**src/rtl/efpga_tcdm_l2_bridge_if.sv**
```systemverilog
// TCDM-style request/response channel used on both sides of the eFPGA-to-L2 bridge.
// The bridge is a slave towards the eFPGA subsystem and a master towards L2.
interface efpga_tcdm_l2_bridge_if;
  logic        req;
  logic        gnt;
  logic [31:0] add;
  logic        wen;
  logic [3:0]  be;
  logic [31:0] wdata;
  logic        r_valid;
  logic [31:0] r_rdata;

  modport master (
    output req, add, wen, be, wdata,
    input  gnt, r_valid, r_rdata
  );

  modport slave (
    input  req, add, wen, be, wdata,
    output gnt, r_valid, r_rdata
  );
endinterface

```
**src/rtl/efpga_tcdm_l2_bridge.sv**
```systemverilog
// Per-port bridge from an eFPGA TCDM master to the L2 interconnect: request FIFO,
// outstanding-transaction cap, fixed upper address bits, drain on disable, stray-response flag.
module efpga_tcdm_l2_bridge #(
  parameter int unsigned            DEPTH      = 4,
  parameter int unsigned            MAX_OUTST  = 2,
  parameter int unsigned            ADDR_WIDTH = 20,
  parameter logic [31-ADDR_WIDTH:0] BASE_HI    = 12'h1C0
) (
  input  logic                          asic_clk_i,
  input  logic                          rst_n,
  input  logic                          enable_i,
  input  logic                          clr_err_i,
  efpga_tcdm_l2_bridge_if.slave         s_port,
  efpga_tcdm_l2_bridge_if.master        l2_port,
  output logic                          idle_o,
  output logic                          err_unexp_o
);

  localparam int unsigned PTR_W       = $clog2(DEPTH);
  localparam logic [2:0]  MAX_OUTST_C = 3'(MAX_OUTST);
  localparam logic [PTR_W:0] PTR_ONE  = {{PTR_W{1'b0}}, 1'b1};

  typedef enum logic [1:0] {
    ST_IDLE  = 2'd0,
    ST_RUN   = 2'd1,
    ST_DRAIN = 2'd2
  } state_e;

  state_e                r_state;
  logic [PTR_W:0]        r_wr_ptr;
  logic [PTR_W:0]        r_rd_ptr;
  logic [ADDR_WIDTH-1:0] r_add_q   [DEPTH];
  logic                  r_wen_q   [DEPTH];
  logic [3:0]            r_be_q    [DEPTH];
  logic [31:0]           r_wdata_q [DEPTH];
  logic [2:0]            r_outst;
  logic                  r_err;
  logic                  r_rvalid;
  logic [31:0]           r_rdata;

  logic [PTR_W-1:0]      w_wr_idx;
  logic [PTR_W-1:0]      w_rd_idx;
  logic                  w_empty;
  logic                  w_full;
  logic                  w_gnt;
  logic                  w_push;
  logic                  w_l2_req;
  logic                  w_pop;
  logic                  w_resp;
  logic                  w_stray;
  logic                  w_idle;
  logic                  w_unused_add;

  assign w_wr_idx = r_wr_ptr[PTR_W-1:0];
  assign w_rd_idx = r_rd_ptr[PTR_W-1:0];
  assign w_empty  = (r_wr_ptr == r_rd_ptr);
  assign w_full   = (r_wr_ptr[PTR_W] != r_rd_ptr[PTR_W]) &&
                    (r_wr_ptr[PTR_W-1:0] == r_rd_ptr[PTR_W-1:0]);

  // Full blocks the grant even when the head is popped in the same cycle.
  assign w_gnt    = enable_i & ~w_full;
  assign w_push   = s_port.req & w_gnt;
  assign w_l2_req = ~w_empty & (r_outst < MAX_OUTST_C) & (r_state != ST_IDLE);
  assign w_pop    = w_l2_req & l2_port.gnt;
  assign w_resp   = l2_port.r_valid;
  assign w_stray  = w_resp & (r_outst == 3'd0);
  assign w_idle   = w_empty & (r_outst == 3'd0);

  assign w_unused_add = ^s_port.add[31:ADDR_WIDTH];

  // FIFO storage; the head entry is always visible on the L2 side.
  always_ff @(posedge asic_clk_i or negedge rst_n) begin
    if (!rst_n) begin
      for (int unsigned i = 0; i < DEPTH; i++) begin
        r_add_q[i]   <= '0;
        r_wen_q[i]   <= 1'b1;
        r_be_q[i]    <= 4'h0;
        r_wdata_q[i] <= 32'h0000_0000;
      end
    end else if (w_push) begin
      r_add_q[w_wr_idx]   <= s_port.add[ADDR_WIDTH-1:0];
      r_wen_q[w_wr_idx]   <= s_port.wen;
      r_be_q[w_wr_idx]    <= s_port.be;
      r_wdata_q[w_wr_idx] <= s_port.wdata;
    end
  end

  // FIFO pointers carry a wrap bit so full and empty can be told apart.
  always_ff @(posedge asic_clk_i or negedge rst_n) begin
    if (!rst_n) begin
      r_wr_ptr <= '0;
      r_rd_ptr <= '0;
    end else begin
      if (w_push) begin
        r_wr_ptr <= r_wr_ptr + PTR_ONE;
      end
      if (w_pop) begin
        r_rd_ptr <= r_rd_ptr + PTR_ONE;
      end
    end
  end

  // Outstanding counter; a stray response never drives it below zero.
  always_ff @(posedge asic_clk_i or negedge rst_n) begin
    if (!rst_n) begin
      r_outst <= 3'd0;
    end else begin
      case ({w_pop, w_resp & ~w_stray})
        2'b10:   r_outst <= r_outst + 3'd1;
        2'b01:   r_outst <= r_outst - 3'd1;
        default: r_outst <= r_outst;
      endcase
    end
  end

  // Sticky stray-response flag; a new stray wins over a simultaneous clear.
  always_ff @(posedge asic_clk_i or negedge rst_n) begin
    if (!rst_n) begin
      r_err <= 1'b0;
    end else if (w_stray) begin
      r_err <= 1'b1;
    end else if (clr_err_i) begin
      r_err <= 1'b0;
    end else begin
      r_err <= r_err;
    end
  end

  // Response path: one-cycle registered copy, forwarded regardless of state.
  always_ff @(posedge asic_clk_i or negedge rst_n) begin
    if (!rst_n) begin
      r_rvalid <= 1'b0;
      r_rdata  <= 32'h0000_0000;
    end else begin
      r_rvalid <= l2_port.r_valid;
      r_rdata  <= l2_port.r_rdata;
    end
  end

  // Control FSM; DRAIN keeps issuing queued entries until the bridge is idle.
  always_ff @(posedge asic_clk_i or negedge rst_n) begin
    if (!rst_n) begin
      r_state <= ST_IDLE;
    end else begin
      case (r_state)
        ST_IDLE: begin
          if (enable_i) r_state <= ST_RUN;
          else          r_state <= ST_IDLE;
        end
        ST_RUN: begin
          if (enable_i)    r_state <= ST_RUN;
          else if (w_idle) r_state <= ST_IDLE;
          else             r_state <= ST_DRAIN;
        end
        ST_DRAIN: begin
          if (enable_i)    r_state <= ST_RUN;
          else if (w_idle) r_state <= ST_IDLE;
          else             r_state <= ST_DRAIN;
        end
        default: r_state <= ST_IDLE;
      endcase
    end
  end

  assign s_port.gnt      = w_gnt;
  assign s_port.r_valid  = r_rvalid;
  assign s_port.r_rdata  = r_rdata;

  assign l2_port.req     = w_l2_req;
  assign l2_port.add     = {BASE_HI, r_add_q[w_rd_idx]};
  assign l2_port.wen     = r_wen_q[w_rd_idx];
  assign l2_port.be      = r_be_q[w_rd_idx];
  assign l2_port.wdata   = r_wdata_q[w_rd_idx];

  assign idle_o          = w_idle;
  assign err_unexp_o     = r_err;

endmodule

```
**src/flat_wrapper.sv**
```systemverilog
// flat-port wrapper written by rule: the top's interface ports become plain ports
module efpga_tcdm_l2_bridge_flat 
#(
  parameter int unsigned            DEPTH      = 4,
  parameter int unsigned            MAX_OUTST  = 2,
  parameter int unsigned            ADDR_WIDTH = 20,
  parameter logic [31-ADDR_WIDTH:0] BASE_HI    = 12'h1C0
)
  (asic_clk_i, rst_n, enable_i, clr_err_i, idle_o, err_unexp_o, s_port_req, s_port_add, s_port_wen, s_port_be, s_port_wdata, s_port_gnt, s_port_r_valid, s_port_r_rdata, l2_port_req, l2_port_add, l2_port_wen, l2_port_be, l2_port_wdata, l2_port_gnt, l2_port_r_valid, l2_port_r_rdata);
  efpga_tcdm_l2_bridge_if s_port_i ();
  efpga_tcdm_l2_bridge_if l2_port_i ();
  input  logic asic_clk_i;
  input  logic rst_n;
  input  logic enable_i;
  input  logic clr_err_i;
  output logic idle_o;
  output logic err_unexp_o;
  input wire logic [$bits(s_port_i.req)-1:0] s_port_req;
  input wire logic [$bits(s_port_i.add)-1:0] s_port_add;
  input wire logic [$bits(s_port_i.wen)-1:0] s_port_wen;
  input wire logic [$bits(s_port_i.be)-1:0] s_port_be;
  input wire logic [$bits(s_port_i.wdata)-1:0] s_port_wdata;
  output wire logic [$bits(s_port_i.gnt)-1:0] s_port_gnt;
  output wire logic [$bits(s_port_i.r_valid)-1:0] s_port_r_valid;
  output wire logic [$bits(s_port_i.r_rdata)-1:0] s_port_r_rdata;
  output wire logic [$bits(l2_port_i.req)-1:0] l2_port_req;
  output wire logic [$bits(l2_port_i.add)-1:0] l2_port_add;
  output wire logic [$bits(l2_port_i.wen)-1:0] l2_port_wen;
  output wire logic [$bits(l2_port_i.be)-1:0] l2_port_be;
  output wire logic [$bits(l2_port_i.wdata)-1:0] l2_port_wdata;
  input wire logic [$bits(l2_port_i.gnt)-1:0] l2_port_gnt;
  input wire logic [$bits(l2_port_i.r_valid)-1:0] l2_port_r_valid;
  input wire logic [$bits(l2_port_i.r_rdata)-1:0] l2_port_r_rdata;
  assign s_port_i.req = s_port_req;
  assign s_port_i.add = s_port_add;
  assign s_port_i.wen = s_port_wen;
  assign s_port_i.be = s_port_be;
  assign s_port_i.wdata = s_port_wdata;
  assign s_port_gnt = s_port_i.gnt;
  assign s_port_r_valid = s_port_i.r_valid;
  assign s_port_r_rdata = s_port_i.r_rdata;
  assign l2_port_req = l2_port_i.req;
  assign l2_port_add = l2_port_i.add;
  assign l2_port_wen = l2_port_i.wen;
  assign l2_port_be = l2_port_i.be;
  assign l2_port_wdata = l2_port_i.wdata;
  assign l2_port_i.gnt = l2_port_gnt;
  assign l2_port_i.r_valid = l2_port_r_valid;
  assign l2_port_i.r_rdata = l2_port_r_rdata;
  efpga_tcdm_l2_bridge #(.DEPTH(DEPTH), .MAX_OUTST(MAX_OUTST), .ADDR_WIDTH(ADDR_WIDTH), .BASE_HI(BASE_HI)) u_core (.asic_clk_i(asic_clk_i), .rst_n(rst_n), .enable_i(enable_i), .clr_err_i(clr_err_i), .s_port(s_port_i), .l2_port(l2_port_i), .idle_o(idle_o), .err_unexp_o(err_unexp_o));
endmodule
```
**config.mk**
```make
export PLATFORM = sky130hd
export DESIGN_NAME = efpga_tcdm_l2_bridge_flat
export DESIGN_NICKNAME = d
export VERILOG_FILES = /design/src/rtl/efpga_tcdm_l2_bridge_if.sv /design/src/rtl/efpga_tcdm_l2_bridge.sv /design/src/flat_wrapper.sv
export SDC_FILE = /design/constraint.sdc
export NUM_CORES = 1
export LEC_CHECK = 0
export CORE_MARGIN = 1
export CORE_UTILIZATION = 27
export DETAILED_ROUTE_END_ITERATION = 6
export PLACE_DENSITY = 0.5
export SLEW_MARGIN = 0
export SYNTH_ARGS = -nofsm -noshare
export SYNTH_HDL_FRONTEND = slang
export SYNTH_SLANG_ARGS = --single-unit
```
**constraint.sdc**
```tcl
create_clock -name asic_clk_i -period 5.75 [get_ports asic_clk_i]
set_input_delay 0.575 -clock asic_clk_i [delete_from_list [all_inputs] [get_ports asic_clk_i]]
set_output_delay 0.575 -clock asic_clk_i [all_outputs]
set_load 0.1 [all_outputs]
```
# --- Word-level counts from Yosys, hierarchy flattened ---
# Index checks and enable logic that the tools add are counted.
classes:
  n_addsub: 4
  n_mux: 31
  bitwise_logic: 13
  n_lt_le_gt_ge: 4
  n_reduce_logical: 8
  n_eq_ne: 7
op_table:
  columns: ["cell", "n"]
  rows:
  - ["bitwise mux 128 bit", 1]
  - ["2-to-1 mux 32 bit", 3]
  - ["bitwise mux 80 bit", 1]
  - ["binary-select mux 32 bit (select 2 bit)", 1]
  - ["demux 32 bit (select 2 bit)", 1]
  - ["2-to-1 mux 20 bit", 3]
  - ["binary-select mux 20 bit (select 2 bit)", 1]
  - ["demux 20 bit (select 2 bit)", 1]
  - ["bitwise mux 16 bit", 1]
  - ["2-to-1 mux 4 bit", 3]
  - ["adder 3 x 1 -> 3 bit, second input constant", 3]
  - ["bitwise AND 1 bit", 8]
  - ["binary-select mux 4 bit (select 2 bit)", 1]
  - ["demux 4 bit (select 2 bit)", 1]
  - ["greater-or-equal comparator 3 bit, second input constant", 2]
  - ["2-to-1 mux 1 bit", 6]
  - ["inverter 2 -> 3 bit", 2]
  - ["case mux 3 bit (2 select lines)", 1]
  - ["nonzero test 2 bit", 3]
  - ["bitwise mux 4 bit", 1]
  - ["== test 2 x 1 -> 1 bit, second input constant", 2]
  - ["== test 2 bit, second input constant", 2]
  - ["2-to-1 mux 2 bit", 2]
  - ["case mux 2 bit (2 select lines)", 1]
  - ["other kinds (13)", 16]
word_totals:
  output_inout_bits: 106
  inputBits: 108
  register_bits: 273
  elab_cells: 90

# --- Logic depth before layout (Yosys ltp) ---
# Gate-level depths: netlist (run 1).
logic_depth:
  depth_word: 7
  depth_mapped: 10
  mapped_depth_nobuf: 10

# --- Worst setup path before layout (run 1) ---
# OpenSTA, ideal clock, no wires.
synth_path:
  kind: "flip-flop to output port"
  from: "register u_core.r_rd_ptr[1]"
  to: "output port l2_port_req"
  path_slack_ps: -503
  path_stages_with_launch: 5
  arrival_time_ps: 5678
  required_ps: 5175
  path_buffers: 1
  path_cell_list: "dfrtp_1 buf_2 xor2_4 nor2_1 a2111oi_0"
synth_via:
  elab_chain_cells: 4
synth_lines:
  columns: ["element", "line", "text"]
  rows:
  - ["from (decl)", "efpga_tcdm_l2_bridge.sv:31", "logic [PTR_W:0] r_rd_ptr;"]
  - ["from (signal assigned)", "efpga_tcdm_l2_bridge.sv:98", "r_rd_ptr <= r_rd_ptr + PTR_ONE;"]
  - ["== test 3 bit", "efpga_tcdm_l2_bridge.sv:56", "assign w_empty = (r_wr_ptr == r_rd_ptr);"]
  - ["inverter 1 bit", "efpga_tcdm_l2_bridge.sv:63", "assign w_l2_req = ~w_empty & (r_outst < MAX_OUTST_C) & (r_state != ST_IDLE);"]
  - ["bitwise AND 1 bit (2 in a row)", "efpga_tcdm_l2_bridge.sv:63", null]
  - ["to (decl)", "flat_wrapper.sv:26", "output wire logic [$bits(l2_port_i.req)-1:0] l2_port_req;"]
# Every way passes these cells.

# --- Worst setup path in the final report (run 1) ---
layout_path:
  from: "register u_core.r_rd_ptr[1]"
  to: "output port l2_port_be[3]"
layout_via:
  elab_chain_cells: 4
layout_lines:
  columns: ["element", "line", "text"]
  rows:
  - ["inverter 2 -> 3 bit (not written as such)", "efpga_tcdm_l2_bridge.sv:172", "assign l2_port.be = r_be_q[w_rd_idx];"]
  - ["binary-select mux 4 bit (select 2 bit)", "efpga_tcdm_l2_bridge.sv:172", null]
  - ["2-to-1 mux 4 bit (not written as such) (2 in a row)", "efpga_tcdm_l2_bridge.sv:172", null]
  - ["to (decl)", "flat_wrapper.sv:29", "output wire logic [$bits(l2_port_i.be)-1:0] l2_port_be;"]
# Every way passes these cells. The select of a mux whose other input is x is not followed.

==> key figures, run 1 <==
Worst setup path
  • WP buf/inv: 2
  • Reg-to-Reg Start: u_core.r_rd_ptr[1]$_DFFE_PN0P_
  • Critical-path maximum fanout: 34
  • Data arrival, critical path: roughly 3.7 ns
  • Crit end category: output port
  • Slowest CP cell: clkdlybuf4s50_1
  • CP Cell Sequence: buf_4 -> mux4_2 -> clkdlybuf4s50_1
  • Worst R2R End: u_core.r_wdata_q[25]$_DFFE_PN0P_
  • Crit path largest cell delay: approximately 1.2 ns
  • CP required: 5.18 ns
  • Startpoint Class: flip-flop
  • Delay-heaviest family, CP: buffers and inverters
  • Critical path class: reg2out
  • R2R setup slack: 2.64 ns
  • Reg2reg path depth: 5

Floorplanning
  • Die Ht: 213 microns
  • Full die area: between 0.04 and 0.05 sq mm
  • Die Wd: 213 microns
  • Core area: 0.0435 sq mm
  • # rows: 76
  • Num ports: 214
  • Initial Util: 0.276

Place
  • Dpl hpwl: 15.5 mm
  • Final GP Congestion: 0.683
  • Buffers added on ports: about 190
  • Pre-CTS setup slack: 1.93 ns

CTS
  • # hold bufs at CTS: 0
  • Setup bufs post-CTS: 0
  • H-tree levels: 1
  • Worst skew pair latency: approximately 0.56 ns
  • CTS sink count: around 270
  • Total CTS buffers: 31
  • Clock buffer depth: 3
  • Clock Tree Root: clkbuf_16
  • CTS tree: built
  • CTS resizes: 0
  • Clock slew at reported path FFs: around 0.06 ns

Timing
  • Least-Margin Pin Slew: 1.04 ns
  • Crit share post-route: 0.746
  • Skew final: ~0.013 ns
  • Final setup viols: 0
  • Final min period: 4.29 ns
  • Slew Viols, Final: 0
  • RSZ-0062 raised after global routing: false
  • Post-route setup slack: 1.46 ns
  • F_max: about 230 MHz
  • Setup TNS: 0 ns
  • Final hold violations: 0
  • Relative slew slack: 0.304

Outcome
  • Outcome: finished, final reports clean

Yosys
  • Post-synth EDFFs: 0
  • Post-Syn Area: around 0.012 sq mm
  • Post-synth ARST share: 1.00
  • Gate count after technology mapping: 671
  • Sequential area share after synthesis: 0.569
  • Primary FF master, synth: dfrtp_1
  • Unique cell type count in the Yosys netlist: 40
  • Yosys warnings: 0
  • Synth Register Bits: 273
  • Mean Syn Cell Area: 17.9 sq um

Worst hold path
  • Hold Path Class: in2async

Final layout
  • ANT cells: 0
  • Fraction of layout cells with a size suffix above 1: 0.404
  • Final net count: 983
  • Layout area overhead: 28.5%

Drt
  • # DRC: 0
  • Detailed router's first-iteration violation count: roughly 210
  • Wire length per cell: 17.8 microns
  • Routed wire length: around 26 mm
  • Detailed Routing Iterations Pass 1: 4
  • Vias per cell: 4.29
  • Vias post-DR: around 6.3k
  • Routed Antenna Nets: 0

Global route
  • Initial antenna violation count: 0
  • First-pass GRT wire length: around 41 mm
  • Congestion Overflow GR: 0
  • Number of global-route vias before repair: 7,052
  • Largest net degree at the start of global routing: 125
  • GRT Total Usage: 0.118

Run
  • # Max-Cap Violations: 0
-- final cells by class --
type	instances	area, sq um
Timing Repair Buffer	202	2010
Multi-Input combinational cell	348	4790
Sequential cell	273	6840
Clock buffer	50	927
Tap cell	585	732
Inverter	10	37.5
Fill cell	4187	28000
Clock inverter	7	110
-- kinds of logic (layout without fill, tap and decap cells) --
logic type               after synthesis  after routing  synth area share
AO/OA/AOI/OAI                         13             13            0.0132
multiplexers                         289            289             0.352
other                                  2             12          0.000625
flip-flops                           273            273             0.569
AND/OR/NAND/NOR                       14             14           0.00635
adder cells (fa/ha/maj)                9              9            0.0100
XOR/XNOR                              11             11            0.0118
buffers and inverters                 60            269            0.0369
-- Yosys cell counts, types with 2 or more instances --
cell type | number | area share
buf_4 | 21 | 0.013
buf_8 | 9 | 0.011
mux2i_1 | 2 | 0.0017
xor2_1 | 3 | 0.0022
dfstp_2 | 4 | 0.0087
mux4_2 | 57 | 0.11
buf_6 | 3 | 0.0028
dfrtp_1 | 269 | 0.56
xnor2_1 | 5 | 0.0036
mux2_4 | 90 | 0.11
clkbuf_1 | 5 | 0.0016
nand3_1 | 2 | 0.00083
xor2_4 | 2 | 0.0046
conb_1 | 2 | 0.00063
buf_2 | 12 | 0.0050
ha_1 | 8 | 0.0083
nor2_1 | 3 | 0.00094
mux2_2 | 140 | 0.13
o311ai_4 | 3 | 0.0066
nand2_1 | 2 | 0.00063
inv_1 | 10 | 0.0031
-- per-layer routing --
| metal | track usage | vias up | wire length [microns] |
|---|---|---|---|
| li1 | - | 2829 | - |
| met1 | 0.147 | 3340 | 11200 |
| met2 | 0.200 | 121 | 13100 |
| met3 | 0.0325 | 39 | 1440 |
| met4 | 0.0290 | 0 | 590 |
| met5 | 0 | - | 0 |
-- stage by stage --
step	instances	cell area (sq um)	util	hold slack, ns
2_1_floorplan	681	12100	-	0.279
3_3_place_gp	1418	14400	0.332	0.482
3_5_place_dp	1418	14400	0.332	0.488
4_1_cts	1475	15400	0.355	0.0495
5_1_grt	1475	15400	0.355	0.0628
6_report	1475	15400	0.355	0.0202
-- sequential cells by signal, summed over array words and instances, names as in the netlist --
signal                 flops
u_core.err_unexp_o         1
u_core.r_add_q            80
u_core.r_be_q             16
u_core.r_outst             3
u_core.r_rd_ptr            3
u_core.r_state             2
u_core.r_wdata_q         128
u_core.r_wen_q             4
u_core.r_wr_ptr            3
u_core.s_port.r_rdata     32
u_core.s_port.r_valid      1
-- worst register-to-register path, cell delays in order (launching register included) --
cell and delay [ns]:
dfrtp_2 0.99, buf_4 0.64, xnor2_1 0.25, a31oi_4 0.18, buf_4 0.48, mux2_2 0.45
-- placed cells by master, fill, tap and decap left out, types with 2 or more instances in the layout --
cell type and count:
dfstp_2 4, o311ai_4 3, inv_1 10, clkbuf_1 11, mux2_2 140, dfrtp_1 267, mux2i_1 2, clkbuf_8 8
xnor2_1 5, clkbuf_16 31, xor2_1 3, clkinv_2 4, nand3_1 2, bufinv_16 3, nor2_1 3, conb_1 12
mux4_2 57, ha_1 8, xor2_4 2, clkdlybuf4s50_1 188, mux2_4 90, nand2_1 2, buf_4 12
-- worst max path at each step --
stage | end | slack, ns | start | cells past startpoint
CTS | l2_port_wdata[4] | 1.31 | u_core.r_rd_ptr[1]$_DFFE_PN0P_ | 3
global route | l2_port_req | 1.24 | u_core.r_rd_ptr[1]$_DFFE_PN0P_ | 4
finish | l2_port_be[3] | 1.46 | u_core.r_rd_ptr[1]$_DFFE_PN0P_ | 3
floorplan | l2_port_req | 0.88 | u_core.r_rd_ptr[1]$_DFFE_PN0P_ | 4
global placement | l2_port_wdata[4] | 1.96 | u_core.r_rd_ptr[1]$_DFFE_PN0P_ | 3
detailed placement | l2_port_wdata[4] | 1.93 | u_core.r_rd_ptr[1]$_DFFE_PN0P_ | 3
Power of run 1 is not shown: default switching activity piles up to over one toggle a cycle in this logic, so the estimate is an artifact.
==> run 2, diff against run 1 <==
- clock period: 5.75 -> 4.3 ns (I/O delays scaled with it)
==> run 2 against run 1 <==
  * Setup slack got worse by 0.36 ns
  * Worst hold slack improved by 0.32 ns
  * Critical path depth stayed put
  * Critical endpoint is now l2_port_add[19]
==> key figures, run 2 (synthesis results as in run 1) <==
Final layout
  • Final net count: 987
  • Layout area overhead: 29.3%
  • ANT cells: 0
  • Max FFs per register: between 100 and 150
  • Largest regs: u_core.r_wdata_q (128), u_core.r_add_q (80), u_core.s_port.r_rdata (32)
  • Most common cell after layout, fill and taps aside: dfrtp_1
  • Most frequent cells in the layout: dfrtp_1, mux2_2, clkdlybuf4s50_1, mux2_4, buf_4
  • Largest reg by FF count: u_core.r_wdata_q
  • Fraction of layout cells with a size suffix above 1: 0.482

Drt
  • Detailed router's first-iteration violation count: approximately 240
  • Vias per cell: 4.33
  • Routed Antenna Nets: 0
  • # DRC: 0
  • Wire length per cell: ~18 microns
  • Vias post-DR: 6,405
  • Detailed Routing Iterations Pass 1: 4
  • Routed wire length: 26.9 mm

Timing
  • Least-Margin Pin Slew: 1.01 ns
  • Setup TNS: 0 ns
  • Skew final: around 0.011 ns
  • Final setup viols: 0
  • Relative slew slack: 0.326
  • RSZ-0062 raised after global routing: false
  • Final min period: between 3 and 4 ns
  • Slew Viols, Final: 0
  • Crit share post-route: 0.744
  • F_max: 313 MHz
  • Final hold violations: 0

Global route
  • Largest net degree at the start of global routing: approximately 110
  • Congestion Overflow GR: 0
  • Initial antenna violation count: 1
  • GRT Total Usage: 0.123
  • First-pass GRT wire length: 42.4 mm
  • Number of global-route vias before repair: slightly above 7k

Place
  • Dpl hpwl: 15.5 mm
  • Final GP Congestion: ~0.67
  • Buffers added on ports: between 150 and 200

CTS
  • CTS tree: built
  • Clock slew at reported path FFs: 0.06 ns
  • CTS sink count: 273
  • Clock buffer depth: 3
  • Setup bufs post-CTS: 0
  • Total CTS buffers: 34
  • Worst skew pair latency: 0.53 ns
  • H-tree levels: 2
  • Clock Tree Root: clkbuf_16

Worst setup path
  • CP Cell Sequence: buf_4 -> mux4_2 -> buf_4
  • Crit path largest cell delay: around 0.82 ns
  • CP Launch Point: u_core.r_rd_ptr[0]$_DFFE_PN0P_
  • Critical path class: reg2out
  • Critical-path maximum fanout: 23
  • Slowest CP cell: dfrtp_4
  • R2R setup slack: 1.50 ns
  • Reg2reg path depth: 8
  • Worst R2R End: u_core.r_outst[2]$_DFFE_PN0P_
  • WP buf/inv: 2
  • Reg-to-Reg Start: u_core.r_rd_ptr[0]$_DFFE_PN0P_
  • Data arrival, critical path: 2.77 ns
  • Critical path's most frequent cell: buf_4
  • Crit end category: output port
  • Delay-heaviest family, CP: flip-flops
  • CP required: 3.87 ns
  • Startpoint Class: flip-flop

Worst hold path
  • Min-delay src: l2_port_r_rdata[21]
  • Hold Path Cell Cnt: 1
  • Hold Path Class: in2reg
  • Hold path endpoint: u_core.s_port.r_rdata[21]$_DFF_PN0_

Floorplanning
  • Full die area: ~0.045 sq mm
  • Num ports: 214
  • Die Wd: 213 microns
  • Initial Util: 0.276
  • Core area: 0.0435 sq mm
  • Die Ht: roughly 210 microns
  • # rows: 76

Run
  • # Max-Cap Violations: 0

Outcome
  • Outcome: finished, final reports clean
-- run 2: layout make-up --
class,count,area (sq um)
Inverter,10,37.5
Multi-Input combinational cell,348,4790
Fill cell,4173,27900
Sequential cell,273,6840
Timing Repair Buffer,203,1930
Clock buffer,48,1030
Tap cell,585,732
Clock inverter,13,173
-- run 2: timing repair --
item,in CTS,in global routing
endpoints found under the hold margin,34,0
resized for setup,0,0
hold buffers,1,0
-- run 2: through the flow --
step | cells | cell area (sq um) | utilization | hold slack, ns | worst slack, ns
after floorplan | 681 | 12100 | - | 0.134 | 0.683
after global placement | 1418 | 14300 | 0.330 | 0.483 | 1.39
after detailed placement | 1418 | 14300 | 0.330 | 0.487 | 1.40
after CTS | 1480 | 15500 | 0.358 | 0.299 | 0.918
after global routing | 1480 | 15500 | 0.358 | 0.311 | 0.895
final | 1480 | 15500 | 0.358 | 0.339 | 1.10
-- run 2: worst max-delay path by stage --
stage	to	slack, ns	depth (start not counted)
floorplan	s_port_gnt	0.68	4
global placement	u_core.r_outst[2]$_DFFE_PN0P_	1.39	8
detailed placement	u_core.r_outst[2]$_DFFE_PN0P_	1.40	8
CTS	l2_port_add[19]	0.92	3
global route	l2_port_add[19]	0.90	3
finish	l2_port_add[19]	1.10	3
-- run 2: metal layers --
metal | GRT usage | vias to the layer above | share of wire | wire [microns]
met4 | 0.0442 | 2 | 0.022 | 589
met2 | 0.197 | 136 | 0.47 | 12700
met1 | 0.158 | 3378 | 0.45 | 12100
met5 | 0 | - | 0.00063 | 17
met3 | 0.0357 | 39 | 0.057 | 1550
li1 | - | 2850 | - | -
Power of run 2 is left out for the same reason.
==> run 3, diff against run 2 <==
- clock period: 4.3 -> 3.2 ns (I/O delays scaled with it)
==> run 3 against run 2 <==
  * Global-route usage increased by 0.074 points
  * Clock skew increased by 0.0061 ns
  * Worst hold slack got worse by 0.11 ns
  * Final area grew 0.19%
  * Largest cell class unchanged
  * Highest routed layer unchanged
==> key figures, run 3 (synthesis results as in run 1) <==
Drt
  • Routed wire length: 26.9 mm
  • Wire length per cell: 18.1 microns
  • Detailed Routing Iterations Pass 1: 4
  • # DRC: 0
  • Routed Antenna Nets: 0
  • Vias per cell: 4.35
  • Detailed router's first-iteration violation count: 225
  • Vias post-DR: 6,455

Global route
  • Met1 track demand over resource: 0.162
  • Number of global-route vias before repair: 7,270
  • GR peak layer: met2
  • M2 GR Usage: 0.195
  • M3 GR Usage: 0.0332
  • Largest net degree at the start of global routing: 90
  • First-pass GRT wire length: roughly 43 mm
  • GRT Total Usage: 0.124
  • Initial antenna violation count: 1
  • Congestion Overflow GR: 0

Timing
  • Final setup viols: 0
  • Slew Viols, Final: 0
  • Skew final: 0.0176 ns
  • Final hold violations: 0
  • Relative slew slack: 0.332
  • F_max: 327 MHz
  • Worst hold margin: 0.227 ns
  • Least-Margin Pin Slew: 0.999 ns
  • RSZ-0062 raised after global routing: false
  • Crit share post-route: 0.956
  • Final min period: 3.06 ns

CTS
  • Clock buffer depth: 3
  • CTS sink count: 273
  • Worst skew pair latency: 0.53 ns
  • H-tree levels: 2
  • Total CTS buffers: 34
  • Clock Tree Root: clkbuf_16
  • CTS tree: built
  • Clock slew at reported path FFs: 0.06 ns
  • Setup bufs post-CTS: 0

Floorplanning
  • # rows: 76
  • Core area: approximately 0.043 sq mm
  • Full die area: 0.0453 sq mm
  • Initial Util: 0.276
  • Die Ht: 213 microns
  • Num ports: between 200 and 250
  • Die Wd: 213 microns

Worst hold path
  • Hold Path Class: in2reg

Worst setup path
  • CP Cell Sequence: buf_4 -> buf_4 -> mux4_2 -> buf_4
  • Startpoint Class: flip-flop
  • WP buf/inv: 3
  • Critical path's most frequent cell: buf_4
  • Crit path largest cell delay: roughly 0.60 ns
  • Critical-path maximum fanout: 38
  • Delay-heaviest family, CP: buffers and inverters
  • Slowest CP cell: buf_4
  • Crit end category: output port
  • CP required: 2.88 ns
  • Critical path class: reg2out
  • Data arrival, critical path: 2.74 ns

Final layout
  • Largest reg by FF count: u_core.r_wdata_q
  • Layout area overhead: 29.6%
  • Most common cell after layout, fill and taps aside: dfrtp_1
  • Largest regs: u_core.r_wdata_q (128), u_core.r_add_q (80), u_core.s_port.r_rdata (32)
  • Max FFs per register: approximately 130
  • Final net count: 992
  • ANT cells: 0
  • Fraction of layout cells with a size suffix above 1: 0.483
  • Most frequent cells in the layout: dfrtp_1, mux2_2, clkdlybuf4s50_1, mux2_4, buf_4

Outcome
  • Outcome: finished, final reports clean

Place
  • Dpl hpwl: 15.7 mm
  • Final GP Congestion: 0.677
  • Buffers added on ports: 189

Run
  • # Max-Cap Violations: 0
run 3: changes by cell type in the layout (fill, tap and decap cells not counted), sizes merged:
cell,delta
clkinv,-1
buf,+5
bufinv,-2
clkinvlp,+2
run 3: final cells by class:
| type | instances | area [sq um] |
|---|---|---|
| Timing Repair Buffer | 208 | 2040 |
| Tap cell | 585 | 732 |
| Clock inverter | 12 | 123 |
| Inverter | 10 | 37.5 |
| Clock buffer | 48 | 995 |
| Fill cell | 4153 | 27900 |
| Sequential cell | 273 | 6840 |
| Multi-Input combinational cell | 348 | 4790 |
run 3: worst reg2reg max path: stages (launching register included):
cell	delay [ns]
dfrtp_1	0.50
xor2_4	0.26
o311ai_4	0.84
buf_4	0.41
mux2_2	0.38
run 3: final timing paths:
kind	depth (start not counted)	endpoint	slack (ns)	start
worst min-delay path	1	u_core.s_port.r_rdata[3]$_DFF_PN0_	0.23	l2_port_r_rdata[3]
max in group asynchronous	3	u_core.r_add_q[4]$_DFFE_PN0P_	1.70	rst_n
worst min register to register	1	u_core.r_add_q[20]$_DFFE_PN0P_	0.50	u_core.r_add_q[20]$_DFFE_PN0P_
worst max register to register	4	u_core.r_add_q[24]$_DFFE_PN0P_	0.68	u_core.r_wr_ptr[1]$_DFFE_PN0P_
min in group asynchronous	2	u_core.r_wdata_q[105]$_DFFE_PN0P_	0.39	rst_n
worst max-delay path	4	l2_port_be[0]	0.14	u_core.r_rd_ptr[1]$_DFFE_PN0P_
run 3: stage by stage:
step	utilization	TNS (ns)	setup slack [ns]	std cells	instance area (sq um)
3_3_place_gp	0.332	0	0.646	1423	14400
6_report	0.358	0	0.142	1484	15600
5_1_grt	0.358	0	0.0179	1484	15600
2_1_floorplan	-	-0.0315	-0.0315	681	12100
3_5_place_dp	0.332	0	0.630	1423	14400
4_1_cts	0.358	0	0.0350	1484	15600
run 3: timing repair:
item,4_1_cts,5_1_grt
hold buffers,1,0
endpoints found under the hold margin,84,0
resized for setup,0,0
run 3: routing by layer:
layer  vias up  routed length (microns)
met5         -                       13
met4         2                      632
met3        41                     1400
met2       122                    12600
met1      3437                    12200
li1       2853                        -
Power of run 3 is left out for the same reason.
